===== src/rtl/axi4_lite_pkg.sv =====
// rtl/axi4_lite_pkg.sv - shared response codes, FSM state types and sizing helper for the AXI4-Lite register bank
package axi4_lite_pkg;

  localparam logic [1:0] C_RESP_OKAY   = 2'b00;
  localparam logic [1:0] C_RESP_SLVERR = 2'b10;

  typedef enum logic {W_IDLE, W_RESP} t_wr_state;
  typedef enum logic {R_IDLE, R_DATA} t_rd_state;

  // Index width for n registers, never below one bit so a single-register bank still has a selector.
  function automatic int f_idx_width(input int n);
    return (n <= 2) ? 1 : $clog2(n);
  endfunction

endpackage


===== src/rtl/axi4_lite_slave_regbank_wr_chan.sv =====
// rtl/axi4_lite_slave_regbank_wr_chan.sv - AW/W holding registers, commit detection and B-channel FSM
module axi4_lite_wr_chan
  import axi4_lite_pkg::*;
#(
  parameter int G_ADDR_WIDTH = 32,
  parameter int G_DATA_WIDTH = 32
) (
  input  logic                      clk,
  input  logic                      rst,
  input  logic                      en,
  input  logic                      awvalid,
  output logic                      awready,
  input  logic [G_ADDR_WIDTH-1:0]   awaddr,
  input  logic                      wvalid,
  output logic                      wready,
  input  logic [G_DATA_WIDTH-1:0]   wdata,
  input  logic [G_DATA_WIDTH/8-1:0] wstrb,
  output logic                      bvalid,
  input  logic                      bready,
  output logic [1:0]                bresp,
  output logic                      commit,
  output logic [G_ADDR_WIDTH-1:0]   commit_addr,
  output logic [G_DATA_WIDTH-1:0]   commit_data,
  output logic [G_DATA_WIDTH/8-1:0] commit_strb,
  input  logic                      commit_err
);

  t_wr_state state, state_nxt;

  logic                      aw_full, w_full;
  logic [G_ADDR_WIDTH-1:0]   aw_addr_q;
  logic [G_DATA_WIDTH-1:0]   w_data_q;
  logic [G_DATA_WIDTH/8-1:0] w_strb_q;
  logic                      aw_hs, w_hs;

  assign bvalid  = (state == W_RESP);
  assign awready = en & ~aw_full & ~bvalid;
  assign wready  = en & ~w_full & ~bvalid;
  assign aw_hs   = awvalid & awready;
  assign w_hs    = wvalid & wready;

  // A beat handshaking this cycle counts as available, so same-cycle AW+W commit without being held.
  assign commit      = (state == W_IDLE) & (aw_full | aw_hs) & (w_full | w_hs);
  assign commit_addr = aw_full ? aw_addr_q : awaddr;
  assign commit_data = w_full ? w_data_q : wdata;
  assign commit_strb = w_full ? w_strb_q : wstrb;

  always_ff @(posedge clk) begin
    if (rst) state <= W_IDLE;
    else     state <= state_nxt;
  end

  always_comb begin
    state_nxt = state;
    case (state)
      W_IDLE: if (commit) state_nxt = W_RESP;
      W_RESP: if (bready) state_nxt = W_IDLE;
      default: state_nxt = W_IDLE;
    endcase
  end

  always_ff @(posedge clk) begin
    if (rst) begin
      aw_full   <= 1'b0;
      w_full    <= 1'b0;
      aw_addr_q <= '0;
      w_data_q  <= '0;
      w_strb_q  <= '0;
      bresp     <= C_RESP_OKAY;
    end else if (commit) begin
      aw_full <= 1'b0;
      w_full  <= 1'b0;
      bresp   <= commit_err ? C_RESP_SLVERR : C_RESP_OKAY;
    end else begin
      if (aw_hs) begin
        aw_full   <= 1'b1;
        aw_addr_q <= awaddr;
      end
      if (w_hs) begin
        w_full   <= 1'b1;
        w_data_q <= wdata;
        w_strb_q <= wstrb;
      end
    end
  end

endmodule


===== src/rtl/axi4_lite_slave_regbank.sv =====
// rtl/axi4_lite_slave_regbank.sv - parametrised AXI4-Lite register bank with RO/RW registers, byte strobes and SLVERR
module axi4_lite_slave_regbank
  import axi4_lite_pkg::*;
#(
  parameter int                  G_AXI4_LITE_ADDR_WIDTH = 32,
  parameter int                  G_AXI4_LITE_DATA_WIDTH = 32,
  parameter int                  G_REG_NB               = 8,
  parameter logic [G_REG_NB-1:0] G_RO_MASK              = '0
) (
  input  logic                                 clk,
  input  logic                                 rst,
  input  logic                                 awvalid,
  output logic                                 awready,
  input  logic [G_AXI4_LITE_ADDR_WIDTH-1:0]    awaddr,
  input  logic [2:0]                           awprot,
  input  logic                                 wvalid,
  output logic                                 wready,
  input  logic [G_AXI4_LITE_DATA_WIDTH-1:0]    wdata,
  input  logic [G_AXI4_LITE_DATA_WIDTH/8-1:0]  wstrb,
  output logic                                 bvalid,
  input  logic                                 bready,
  output logic [1:0]                           bresp,
  input  logic                                 arvalid,
  output logic                                 arready,
  input  logic [G_AXI4_LITE_ADDR_WIDTH-1:0]    araddr,
  input  logic [2:0]                           arprot,
  output logic                                 rvalid,
  input  logic                                 rready,
  output logic [G_AXI4_LITE_DATA_WIDTH-1:0]    rdata,
  output logic [1:0]                           rresp,
  input  logic [G_REG_NB*G_AXI4_LITE_DATA_WIDTH-1:0] registers_in,
  output logic [G_REG_NB*G_AXI4_LITE_DATA_WIDTH-1:0] registers_out,
  output logic [G_REG_NB-1:0]                  reg_wr_pulse
);

  localparam int AW  = G_AXI4_LITE_ADDR_WIDTH;
  localparam int DW  = G_AXI4_LITE_DATA_WIDTH;
  localparam int SW  = DW / 8;
  localparam int LSB = $clog2(SW);
  localparam int AIW = AW - LSB;
  localparam int IW  = f_idx_width(G_REG_NB);
  localparam logic [AIW-1:0] C_REG_NB = AIW'(G_REG_NB);

  logic          alive;
  logic [DW-1:0] regs   [G_REG_NB];
  logic [DW-1:0] reg_in [G_REG_NB];

  logic          commit, commit_err;
  logic [AW-1:0] c_addr;
  logic [DW-1:0] c_data;
  logic [SW-1:0] c_strb;
  logic [AIW-1:0] wr_fidx, rd_fidx;
  logic [IW-1:0]  wr_idx, rd_idx;
  logic           wr_in_range, wr_ok, rd_in_range, ar_hs;
  logic           unused_ok;

  t_rd_state r_state, r_state_nxt;

  // Ready outputs stay low during reset and for the first edge after it.
  always_ff @(posedge clk) begin
    if (rst) alive <= 1'b0;
    else     alive <= 1'b1;
  end

  axi4_lite_wr_chan #(
    .G_ADDR_WIDTH (AW),
    .G_DATA_WIDTH (DW)
  ) u_wr_chan (
    .clk         (clk),
    .rst         (rst),
    .en          (alive),
    .awvalid     (awvalid),
    .awready     (awready),
    .awaddr      (awaddr),
    .wvalid      (wvalid),
    .wready      (wready),
    .wdata       (wdata),
    .wstrb       (wstrb),
    .bvalid      (bvalid),
    .bready      (bready),
    .bresp       (bresp),
    .commit      (commit),
    .commit_addr (c_addr),
    .commit_data (c_data),
    .commit_strb (c_strb),
    .commit_err  (commit_err)
  );

  assign wr_fidx     = c_addr[AW-1:LSB];
  assign wr_idx      = wr_fidx[IW-1:0];
  assign wr_in_range = (wr_fidx < C_REG_NB);
  assign wr_ok       = wr_in_range & ~G_RO_MASK[wr_idx];
  assign commit_err  = ~wr_ok;

  assign unused_ok = ^{awprot, arprot, c_addr[LSB-1:0], araddr[LSB-1:0]};

  for (genvar i = 0; i < G_REG_NB; i++) begin : g_slice
    assign reg_in[i] = registers_in[i*DW +: DW];
    assign registers_out[i*DW +: DW] = G_RO_MASK[i] ? '0 : regs[i];
  end

  // RO entries are never written because wr_ok excludes them, so they stay at reset zero.
  always_ff @(posedge clk) begin
    if (rst) begin
      for (int i = 0; i < G_REG_NB; i++) regs[i] <= '0;
      reg_wr_pulse <= '0;
    end else begin
      reg_wr_pulse <= '0;
      if (commit && wr_ok) begin
        reg_wr_pulse[wr_idx] <= 1'b1;
        for (int k = 0; k < SW; k++) begin
          if (c_strb[k]) regs[wr_idx][k*8 +: 8] <= c_data[k*8 +: 8];
        end
      end
    end
  end

  assign rd_fidx     = araddr[AW-1:LSB];
  assign rd_idx      = rd_fidx[IW-1:0];
  assign rd_in_range = (rd_fidx < C_REG_NB);
  assign rvalid      = (r_state == R_DATA);
  assign arready     = alive & ~rvalid;
  assign ar_hs       = arvalid & arready;

  always_ff @(posedge clk) begin
    if (rst) r_state <= R_IDLE;
    else     r_state <= r_state_nxt;
  end

  always_comb begin
    r_state_nxt = r_state;
    case (r_state)
      R_IDLE: if (ar_hs) r_state_nxt = R_DATA;
      R_DATA: if (rready) r_state_nxt = R_IDLE;
      default: r_state_nxt = R_IDLE;
    endcase
  end

  // Sampling regs here with <= gives the pre-write value when a write commits on the same edge.
  always_ff @(posedge clk) begin
    if (rst) begin
      rdata <= '0;
      rresp <= C_RESP_OKAY;
    end else if (ar_hs) begin
      if (!rd_in_range) begin
        rdata <= '0;
        rresp <= C_RESP_SLVERR;
      end else begin
        rdata <= G_RO_MASK[rd_idx] ? reg_in[rd_idx] : regs[rd_idx];
        rresp <= C_RESP_OKAY;
      end
    end
  end

endmodule


===== config.mk =====
export PLATFORM = sky130hd
export DESIGN_NAME = axi4_lite_slave_regbank
export DESIGN_NICKNAME = d
export VERILOG_FILES = /design/src/rtl/axi4_lite_pkg.sv /design/src/rtl/axi4_lite_slave_regbank_wr_chan.sv /design/src/rtl/axi4_lite_slave_regbank.sv
export SDC_FILE = /design/constraint.sdc
export NUM_CORES = 1
export LEC_CHECK = 0
export CAP_MARGIN = 5
export CORE_AREA = 4 4 264 266
export DETAILED_ROUTE_END_ITERATION = 8
export DIE_AREA = 0 0 268 270
export GPL_ROUTABILITY_DRIVEN = 0
export PLACE_DENSITY = 0.49
export SYNTH_ARGS = -nofsm -noshare
export SYNTH_HDL_FRONTEND = slang
export SYNTH_SLANG_ARGS = --single-unit
export TNS_END_PERCENT = 30

===== constraint.sdc =====
create_clock -name clk -period 4.4 [get_ports clk]
set_input_delay 0.66 -clock clk [delete_from_list [all_inputs] [get_ports clk]]
set_output_delay 0.66 -clock clk [all_outputs]
set_load 0.05 [all_outputs]

* Word-level counts from Yosys, hierarchy flattened
Memory sizes are Yosys's and may differ from the RTL's.
Index checks and enable logic that the tools add are counted.
** Storage, ports and cells
- Memories kept :: 3
- Register bits after elaboration :: 117
- Latch bits :: 0
- Output and inout bits :: 305
- Bits in writable memories :: 256
- ROM bits :: 16
- Logic and storage cells :: 91
** Operators by class
- Add/subtract/negate cells :: 0
- Bitwise gates (word level) :: 21
- Multiplexer cells :: 42
- Multipliers :: 0
- Reductions and logical operators :: 7
- Shift operators :: 0
- Equal/unequal tests :: 0
- Magnitude comparators :: 6
- Divide/modulo/power cells :: 0
** Memories
- regs :: words 8, bits a word 32, read ports 9, clocked after Yosys merged registers in 0, wr ports 8, line axi4_lite_slave_regbank.sv:45 : logic [DW-1:0] regs [G_REG_NB];
- (no name shown) :: words 8, bits a word 1, read ports 1, clocked after Yosys merged registers in 0, wr ports 0, line axi4_lite_slave_regbank.sv:149 : rdata <= G_RO_MASK[rd_idx] ? reg_in[rd_idx] : regs[rd_idx];
- (no name shown) :: words 8, bits a word 1, read ports 1, clocked after Yosys merged registers in 0, wr ports 0, line axi4_lite_slave_regbank.sv:92 : assign wr_ok = wr_in_range & ~G_RO_MASK[wr_idx];
** Operators with widths (count)
- 2-to-1 mux 32 bit :: 7
- binary-select mux 32 bit (select 3 bit) :: 1
- less-than comparator 30 x 4 -> 1 bit (second input constant) :: 2
- OR reduction 32 bit :: 1
- 2-to-1 mux 1 bit :: 26
- AND 1 bit :: 11
- less-than comparator 3 x 4 -> 1 bit (second input constant) :: 2
- 2-to-1 mux 4 bit :: 2
- NOT 1 bit :: 7
- >= comparator 4 bit (second input constant) :: 1
- 2-to-1 mux 2 bit :: 2
- NOT 3 -> 4 bit :: 1
- case mux 1 bit (2 select lines) :: 2
- AND reduction 2 bit :: 2
- OR reduction 2 bit :: 2
- demux 1 bit (select 3 bit) :: 1
- >= comparator 3 x 1 -> 1 bit (second input constant) :: 1
- 2-to-1 mux 3 bit :: 1
- logical AND 1 bit :: 2
- bitwise OR 1 bit :: 2

* Longest topological paths before layout
Gate-level depths: netlist of run 1.
- Word-level depth :: 13
- Mapped depth :: 8
- Gate-level depth less buffers :: 5

* Hierarchy
From an unflattened synthesis of run 1, not the netlist that was laid out.
** Second synthesis, totals
- Cells, all modules :: 1309
- Area, all modules :: 17884.7 sq um
** By module, submodules not included
- axi4_lite_slave_regbank :: cells an instance 913, area an instance 13770.7 sq um, times used 1, seq. area each 8548.2 sq um
- axi4_lite_wr_chan :: cells an instance 396, area an instance 4113.9 sq um, times used 1, seq. area each 1441.4 sq um

* Worst setup path after synthesis of run 1
OpenSTA, ideal clock, no wires.
- Path type :: input to register
- Start :: in awvalid
- End :: mem regs[2][24] (netlist bit), enable pin
- Arrival time :: 2083 ps
- Stages :: 7
- Data required time :: 4026 ps
- Slack :: 1943 ps
- Buffers on the path :: 2
- Cells stage by stage :: a21oi_1 > or3_4 > a21oi_2 > nand3_2 > buf_4 > buf_6 > o21ai_1
** RTL lines
- start: declaration :: line axi4_lite_slave_regbank.sv:12 : input logic awvalid,
- end: declaration :: line axi4_lite_slave_regbank.sv:45

* Worst setup path after layout of run 1
- Start :: reg u_wr_chan.aw_full
- End :: out awready
** On the way
- Cells in the longest elaborated chain, start to end :: 3
** Ends and longest elaborated chain
- start: declaration :: line axi4_lite_slave_regbank_wr_chan.sv:30 : logic aw_full, w_full;
- start signal: assignment :: line axi4_lite_slave_regbank_wr_chan.sv:64 : aw_full <= 1'b0;
- start signal: assignment :: line axi4_lite_slave_regbank_wr_chan.sv:71 : aw_full <= 1'b0;
- start signal: assignment :: line axi4_lite_slave_regbank_wr_chan.sv:76 : aw_full <= 1'b1;
- NOT 1 bit :: line axi4_lite_slave_regbank_wr_chan.sv:37 : assign awready = en & ~aw_full & ~bvalid;
- AND 1 bit (2 in a row) :: line axi4_lite_slave_regbank_wr_chan.sv:37
- end: declaration :: line axi4_lite_slave_regbank.sv:13 : output logic awready,
No other way between the ends.

==> flow_summary.rst, run 1 <==
.. list-table::
   :header-rows: 1

   * - Metric
     - Value
   * - Result of the run
     - finished, final reports clean
   * - Layout overhead on the synthesized area
     - 38.4%
   * - Post-synth EDFFs
     - 256
   * - Buffer depth of the longest clock path
     - 3
   * - Total number of vias
     - 12500
   * - DR DRC count
     - 0
   * - Row count
     - 95
   * - Final setup skew
     - 35.8 ps
   * - Hpwl dp
     - 50200 µm
   * - Cell count after placement
     - 2478
   * - Max FO, Critical Path
     - 17
   * - Total global-route track usage
     - 0.181
   * - Crit-path slowest cell
     - sky130_fd_sc_hd__clkdlybuf4s50_1
   * - Top cell family by delay on the critical path
     - buffers and inverters
   * - Reg2reg path depth
     - 6
   * - Antenna violations before repair
     - 12
   * - Reg-to-reg slack, setup
     - 1320 ps
   * - Cell Area, Synth
     - 16400 µm²
   * - Remaining Overflow, GRT
     - 0
   * - Post-synth top cells
     - sky130_fd_sc_hd__nor3_1 (262), sky130_fd_sc_hd__edfxtp_1 (256), sky130_fd_sc_hd__nand2_1 (125), sky130_fd_sc_hd__dfxtp_1 (113), sky130_fd_sc_hd__nor2_1 (82)
   * - Instance count along the most critical hold path
     - 2
   * - First-pass DRT Iterations
     - 5
   * - Total routed wirelength
     - 67800 µm
   * - Count of state elements after synthesis
     - 369
   * - Final setup violation count
     - 0
   * - Number of top-level pins
     - 674
   * - Fraction of final layout cells sized beyond drive strength 1
     - 0.145
   * - Power per cell area
     - 395 nW/µm²
   * - CP Buf/Inv Count
     - 1
   * - Die Span Y
     - 270 µm
   * - Data arrival time of the worst path
     - 2450 ps
   * - Setup repair after global routing missed its margin
     - no
   * - Maximum frequency from static timing analysis
     - 0.322 GHz
   * - Worst setup slack after placement
     - 898 ps
   * - Final-layout fill cell count
     - 6683
   * - Syn Inst Count
     - 1282
   * - Cts bufs inserted
     - 45
   * - Die Footprint
     - 72400 µm²
   * - Leading cell type by number of instances after synthesis
     - sky130_fd_sc_hd__nor3_1
   * - Number of H-tree branching levels
     - 2
   * - Top flip-flop cell by instance count after synthesis
     - sky130_fd_sc_hd__edfxtp_1
   * - Iter 0 DRT Violations
     - 723
   * - Final net count
     - 2021
   * - Number of max-capacitance violations reported
     - 0
   * - Via count of the first global-routing pass
     - 12700
   * - Clock root buffer master
     - sky130_fd_sc_hd__clkbuf_16
   * - TritonCTS clock tree
     - built
   * - Hold-fix buffer count after cts
     - 0
   * - Startpoint of the tightest hold check path
     - u_wr_chan.w_data_q[9]
   * - Post-Layout Cell Count
     - 2563
   * - Yosys top cell area share
     - 0.470
   * - Clock transition at the registers of the reported paths
     - 60 ps
   * - Post-CTS setup-driven buffer insertion count
     - 0
   * - Core footprint
     - 67000 µm²
   * - Summed negative setup slack over all endpoints
     - 0 ps
   * - Final number of max-transition violations
     - 0
   * - Max-slew headroom
     - 0.295
   * - Clock net sink count
     - 369
   * - Final worst hold slack
     - 449 ps
   * - Async set-or-reset flop fraction in the synthesized netlist
     - 0
   * - Main area contributors after synthesis
     - sky130_fd_sc_hd__edfxtp_1 (47%), sky130_fd_sc_hd__dfxtp_1 (14%), sky130_fd_sc_hd__mux4_2 (8.8%)
   * - Initial Util
     - 0.244
   * - Type of destination of the critical path
     - output port
   * - Transition time of the tightest slew-check pin
     - 1060 ps
   * - Worst stage delay on the critical path
     - 930 ps
   * - Worst R2R Start
     - u_wr_chan.aw_full
   * - Required time of the critical path
     - 3740 ps
   * - Number of cells upsized or downsized after cts
     - 0
   * - Avg WL per Cell
     - 26.5 µm
   * - Reg2reg end
     - regs[0][28]
   * - Wire length of the first global-routing pass
     - 95000 µm
   * - Hold endpoint
     - u_wr_chan.w_data_q[9]
   * - Number of buffer cells added on primary ports
     - 405
   * - Library cell occupying the most area in the post-synthesis netlist
     - sky130_fd_sc_hd__edfxtp_1
   * - Routed via count divided by cell count
     - 4.88
   * - Period minus WS final
     - 3110 ps
   * - Element type at the critical path start
     - flop
   * - Sequential fraction of the synthesis area
     - 0.608
   * - Synth Area per Inst
     - 12.8 µm²
   * - Die width
     - 268 µm
   * - Cell-by-cell trace of the critical path
     - nor2_1 > clkdlybuf4s50_1
   * - Maximum number of pins on one net before global-route repair
     - 85
   * - Synthesis warning total
     - 0
   * - Hold Fails Final Rpt
     - 0
   * - Part of the cycle the worst path needs
     - 0.706
   * - Crit path kind
     - flop to output port
   * - Worst IR drop on VDD
     - 0.282 mV
   * - Path category of the worst min-delay check
     - flop to flop
   * - Latest clock arrival within the worst-skew pair
     - 590 ps
   * - Final WS setup
     - 1290 ps
   * - Post-detailed-route count of antenna-violating nets
     - 0
   * - Pleak
     - 7.52 nW
   * - Number of different library cells in the post-synthesis netlist
     - 39
per-layer routing:
layer	track usage	share of wire	vias up	routed length, µm
li1	-	-	5600	-
met3	0.0650	0.096	83	6530
met5	0	0.0012	-	82
met1	0.256	0.46	6285	30900
met2	0.272	0.43	540	29200
met4	0.0329	0.016	12	1100
layout make-up:
class,instances,area (µm²),share of cell area
sequential,369,9950,0.439
multi-input combinational,792,5740,0.253
tap,873,1090,0.0482
timing repair buffer,439,4350,0.192
clock buffer,65,1290,0.0570
antenna,1,2.50,0.000110
clock inverter,19,220,0.00972
inverter,5,18.8,0.000828
placed cells by master, fill, tap and decap left out, types with 7 or more instances in the layout:
cell	count
sky130_fd_sc_hd__nand2_1	123
sky130_fd_sc_hd__mux2_2	64
sky130_fd_sc_hd__clkbuf_16	46
sky130_fd_sc_hd__clkdlybuf4s50_1	402
sky130_fd_sc_hd__clkbuf_8	7
sky130_fd_sc_hd__buf_4	33
sky130_fd_sc_hd__a21oi_1	42
sky130_fd_sc_hd__a22oi_1	32
sky130_fd_sc_hd__clkbuf_1	12
sky130_fd_sc_hd__nor3_1	262
sky130_fd_sc_hd__a31o_1	29
sky130_fd_sc_hd__clkinv_1	8
sky130_fd_sc_hd__mux2i_1	34
sky130_fd_sc_hd__nor3b_1	8
sky130_fd_sc_hd__edfxtp_1	256
sky130_fd_sc_hd__dfxtp_1	112
sky130_fd_sc_hd__nor4_1	16
sky130_fd_sc_hd__mux4_2	64
sky130_fd_sc_hd__nor2_1	82
how the worst max path moves through the flow:
stage	from	to	slack (ps)	cells after the start
6_report	u_wr_chan.aw_full	awready	1290	2
2_1_floorplan	awvalid	regs[2][24]	1940	7
3_5_place_dp	awvalid	regs[3][11]	900	7
4_1_cts	u_wr_chan.aw_full	awready	1230	2
3_3_place_gp	awvalid	regs[0][22]	880	7
5_1_grt	u_wr_chan.aw_full	regs[3][11]	1150	6
logic make-up after synthesis:
logic type | count (synthesis) | share of synthesized area
flops | 369 | 0.608
simple gates | 513 | 0.146
compound gates | 114 | 0.0478
mux | 163 | 0.154
buf+inv | 122 | 0.0442
other cells | 1 | 0.000229
worst register-to-register path, cell delays in order, from the launching register on:
cell,delay (ps)
sky130_fd_sc_hd__dfxtp_1,770
sky130_fd_sc_hd__a21oi_1,150
sky130_fd_sc_hd__or3_4,430
sky130_fd_sc_hd__a21oi_2,210
sky130_fd_sc_hd__and3_1,190
sky130_fd_sc_hd__buf_4,340
sky130_fd_sc_hd__a31o_1,630
power breakdown:
group | switching (mW) | internal [mW]
Clock | 1.51 | 2.28
Sequential | 0.0890 | 3.82
Combinational | 0.828 | 0.433
Total | 2.43 | 6.53
stage by stage:
step            util  cell area, µm²  total power, mW
4_1_cts        0.338           22700             9.06
2_1_floorplan      -           16400             4.68
3_5_place_dp   0.316           21200             5.25
6_report       0.338           22700             8.96
5_1_grt        0.338           22700             9.28
3_3_place_gp   0.316           21200             5.24
state kept, by name, indices dropped and copies added, names as in the netlist:
register / cells
alive: 1
rdata: 32
reg_wr_pulse: 8
regs: 256
rresp: 1
rvalid: 1
u_wr_chan.aw_addr_q: 30
u_wr_chan.aw_full: 1
u_wr_chan.bresp: 1
u_wr_chan.bvalid: 1
u_wr_chan.w_data_q: 32
u_wr_chan.w_full: 1
u_wr_chan.w_strb_q: 4
(Power assumes the default switching activity.)
==> run 2, diff against run 1 <==
- CORE_AREA: 4 4 264 266 -> 4 4 257 259
- DIE_AREA: 0 0 268 270 -> 0 0 261 263
- PLACE_DENSITY: 0.49 -> 0.52
- clock period: 4.4 -> 3.2 ns (I/O delays scaled with it)
==> run 2 against run 1 <==
Clock-buffer cell count is 12 lower; utilization is 1.9 points higher; non-clock buffer count grew 27; final cell count grew 0.35%; critical path type unchanged.
==> flow_summary.rst, run 2 (synthesis gave the netlist of run 1 again) <==
.. list-table::
   :header-rows: 1

   * - Metric
     - Value
   * - Setup repair after global routing missed its margin
     - no
   * - Net Sw Frac
     - 0.275
   * - Type of destination of the critical path
     - output port
   * - Data arrival time of the worst path
     - 2340 ps
   * - Number of H-tree branching levels
     - 2
   * - Number of top-level pins
     - 674
   * - Power share of the sequential group
     - 0.452
   * - Layout overhead on the synthesized area
     - 39.4%
   * - CP Buf/Inv Count
     - 1
   * - TritonCTS clock tree
     - built
   * - Initial Util
     - 0.256
   * - Pleak
     - 7.62 nW
   * - Final worst hold slack
     - 347 ps
   * - Routed via count divided by cell count
     - 4.95
   * - First-pass DRT Iterations
     - 5
   * - Worst setup slack after placement
     - 139 ps
   * - Summed negative setup slack over all endpoints
     - 0 ps
   * - Final net count
     - 2046
   * - Total global-route track usage
     - 0.185
   * - Required time of the critical path
     - 2720 ps
   * - Hold Fails Final Rpt
     - 0
   * - Remaining Overflow, GRT
     - 0
   * - Post-Route Utilization
     - 0.357
   * - Net load switching power
     - 3.26 mW
   * - Crit-path slowest cell
     - sky130_fd_sc_hd__clkdlybuf4s50_1
   * - Period minus WS final
     - 2820 ps
   * - Commonest cells after routing, fill and taps aside
     - sky130_fd_sc_hd__clkdlybuf4s50_1 (402), sky130_fd_sc_hd__nor3_1 (262), sky130_fd_sc_hd__edfxtp_1 (256)
   * - Cell-by-cell trace of the critical path
     - nand2b_1 > nor2_1 > clkdlybuf4s50_1
   * - Antenna violations before repair
     - 17
   * - Buffer depth of the longest clock path
     - 3
   * - Crit path kind
     - flop to output port
   * - Die width
     - 261 µm
   * - Max-slew headroom
     - 0.423
   * - Number of max-capacitance violations reported
     - 0
   * - Post-CTS setup-driven buffer insertion count
     - 0
   * - Most frequent standard cell in the layout excluding fill and tap cells
     - sky130_fd_sc_hd__clkdlybuf4s50_1
   * - Element type at the critical path start
     - flop
   * - Tot Pwr
     - 11.9 mW
   * - Worst IR drop on VDD
     - 0.320 mV
   * - Number of cells upsized or downsized after cts
     - 0
   * - Result of the run
     - finished, final reports clean
   * - Clock root buffer master
     - sky130_fd_sc_hd__clkbuf_16
   * - Die Span Y
     - 263 µm
   * - Hpwl dp
     - 49700 µm
   * - Wire length of the first global-routing pass
     - 92500 µm
   * - Final number of max-transition violations
     - 0
   * - Cts bufs inserted
     - 43
   * - Number of buffer cells added on primary ports
     - 405
   * - Latest clock arrival within the worst-skew pair
     - 580 ps
   * - Post-Layout Cell Count
     - 2572
   * - Clock net sink count
     - 369
   * - Final-layout fill cell count
     - 6212
   * - Area used by sequential logic in the layout
     - 9950 µm²
   * - Registers with the most flip-flops
     - regs x256, rdata x32, u_wr_chan.w_data_q x32
   * - Post-detailed-route count of antenna-violating nets
     - 0
   * - Total number of vias
     - 12700
   * - Final setup violation count
     - 0
   * - Core footprint
     - 63900 µm²
   * - Row count
     - 93
   * - Clock transition at the registers of the reported paths
     - 60 ps
   * - Max FO, Critical Path
     - 6
   * - Via count of the first global-routing pass
     - 12700
   * - Cell count after placement
     - 2487
   * - DR DRC count
     - 0
   * - Placed Instance Area
     - 21500 µm²
   * - Total routed wirelength
     - 66100 µm
   * - Final WS setup
     - 382 ps
   * - Avg WL per Cell
     - 25.7 µm
   * - Register bank with the most flops
     - regs
   * - Number of flip-flops under the largest register name
     - 256
   * - Part of the cycle the worst path needs
     - 0.881
   * - Worst stage delay on the critical path
     - 920 ps
   * - Footprint of the multi-input gates
     - 5740 µm²
   * - Final setup skew
     - 29.5 ps
   * - Power per cell area
     - 520 nW/µm²
   * - Logic gate share of total power
     - 0.149
   * - Maximum frequency from static timing analysis
     - 0.355 GHz
   * - Post-route cell area
     - 22800 µm²
   * - Top cell family by delay on the critical path
     - buffers and inverters
   * - Maximum number of pins on one net before global-route repair
     - 100
   * - Fraction of final layout cells sized beyond drive strength 1
     - 0.159
   * - Path category of the worst min-delay check
     - input port to flop
   * - Die Footprint
     - 68600 µm²
   * - Clock power share
     - 0.399
   * - Internal Dissipation
     - 8.61 mW
   * - Hold-fix buffer count after cts
     - 0
   * - Transition time of the tightest slew-check pin
     - 865 ps
   * - Iter 0 DRT Violations
     - 904
==> run 2: path summary, 6_finish.rpt <==
path / from / end / slack [ps] / cells after the start
max: u_wr_chan.bvalid / awready / 380 / 3
min: rst / u_wr_chan.aw_addr_q[4] / 350 / 2
max reg2reg: u_wr_chan.aw_full / regs[1][29] / 490 / 4
min reg2reg: u_wr_chan.w_data_q[20] / u_wr_chan.w_data_q[20] / 450 / 2
==> run 2: worst reg2reg max path, delay by kind of cell (launching register included) <==
family	cells	cell delay (ps)
muxes	1	510
and+or+nand+nor	1	570
DFF	1	560
AOI/OAI and AO/OA	1	490
buffers and inverters	1	240
==> run 2: layout make-up <==
type | instances | share of cell area
Sequential cell | 369 | 0.436
Multi-Input combinational cell | 792 | 0.252
Timing Repair Buffer | 466 | 0.205
Clock buffer | 53 | 0.0506
Tap cell | 855 | 0.0469
Clock inverter | 27 | 0.00882
Inverter | 5 | 0.000822
Antenna cell | 5 | 0.000548
==> run 2: metal layers <==
layer | global-route usage | share of wire
met1 | 0.261 | 0.44
met2 | 0.273 | 0.42
met3 | 0.0646 | 0.11
met4 | 0.0404 | 0.020
met5 | 0 | 0.0027
==> run 2: power by group through the flow <==
stage,combinational (mW),clock (mW),sequential [mW]
after CTS,1.79,4.83,5.37
after global routing,1.86,5.02,5.38
final,1.77,4.73,5.37
after floorplan,0.611,0,5.83
after global placement,1.78,0,5.46
after detailed placement,1.78,0,5.47
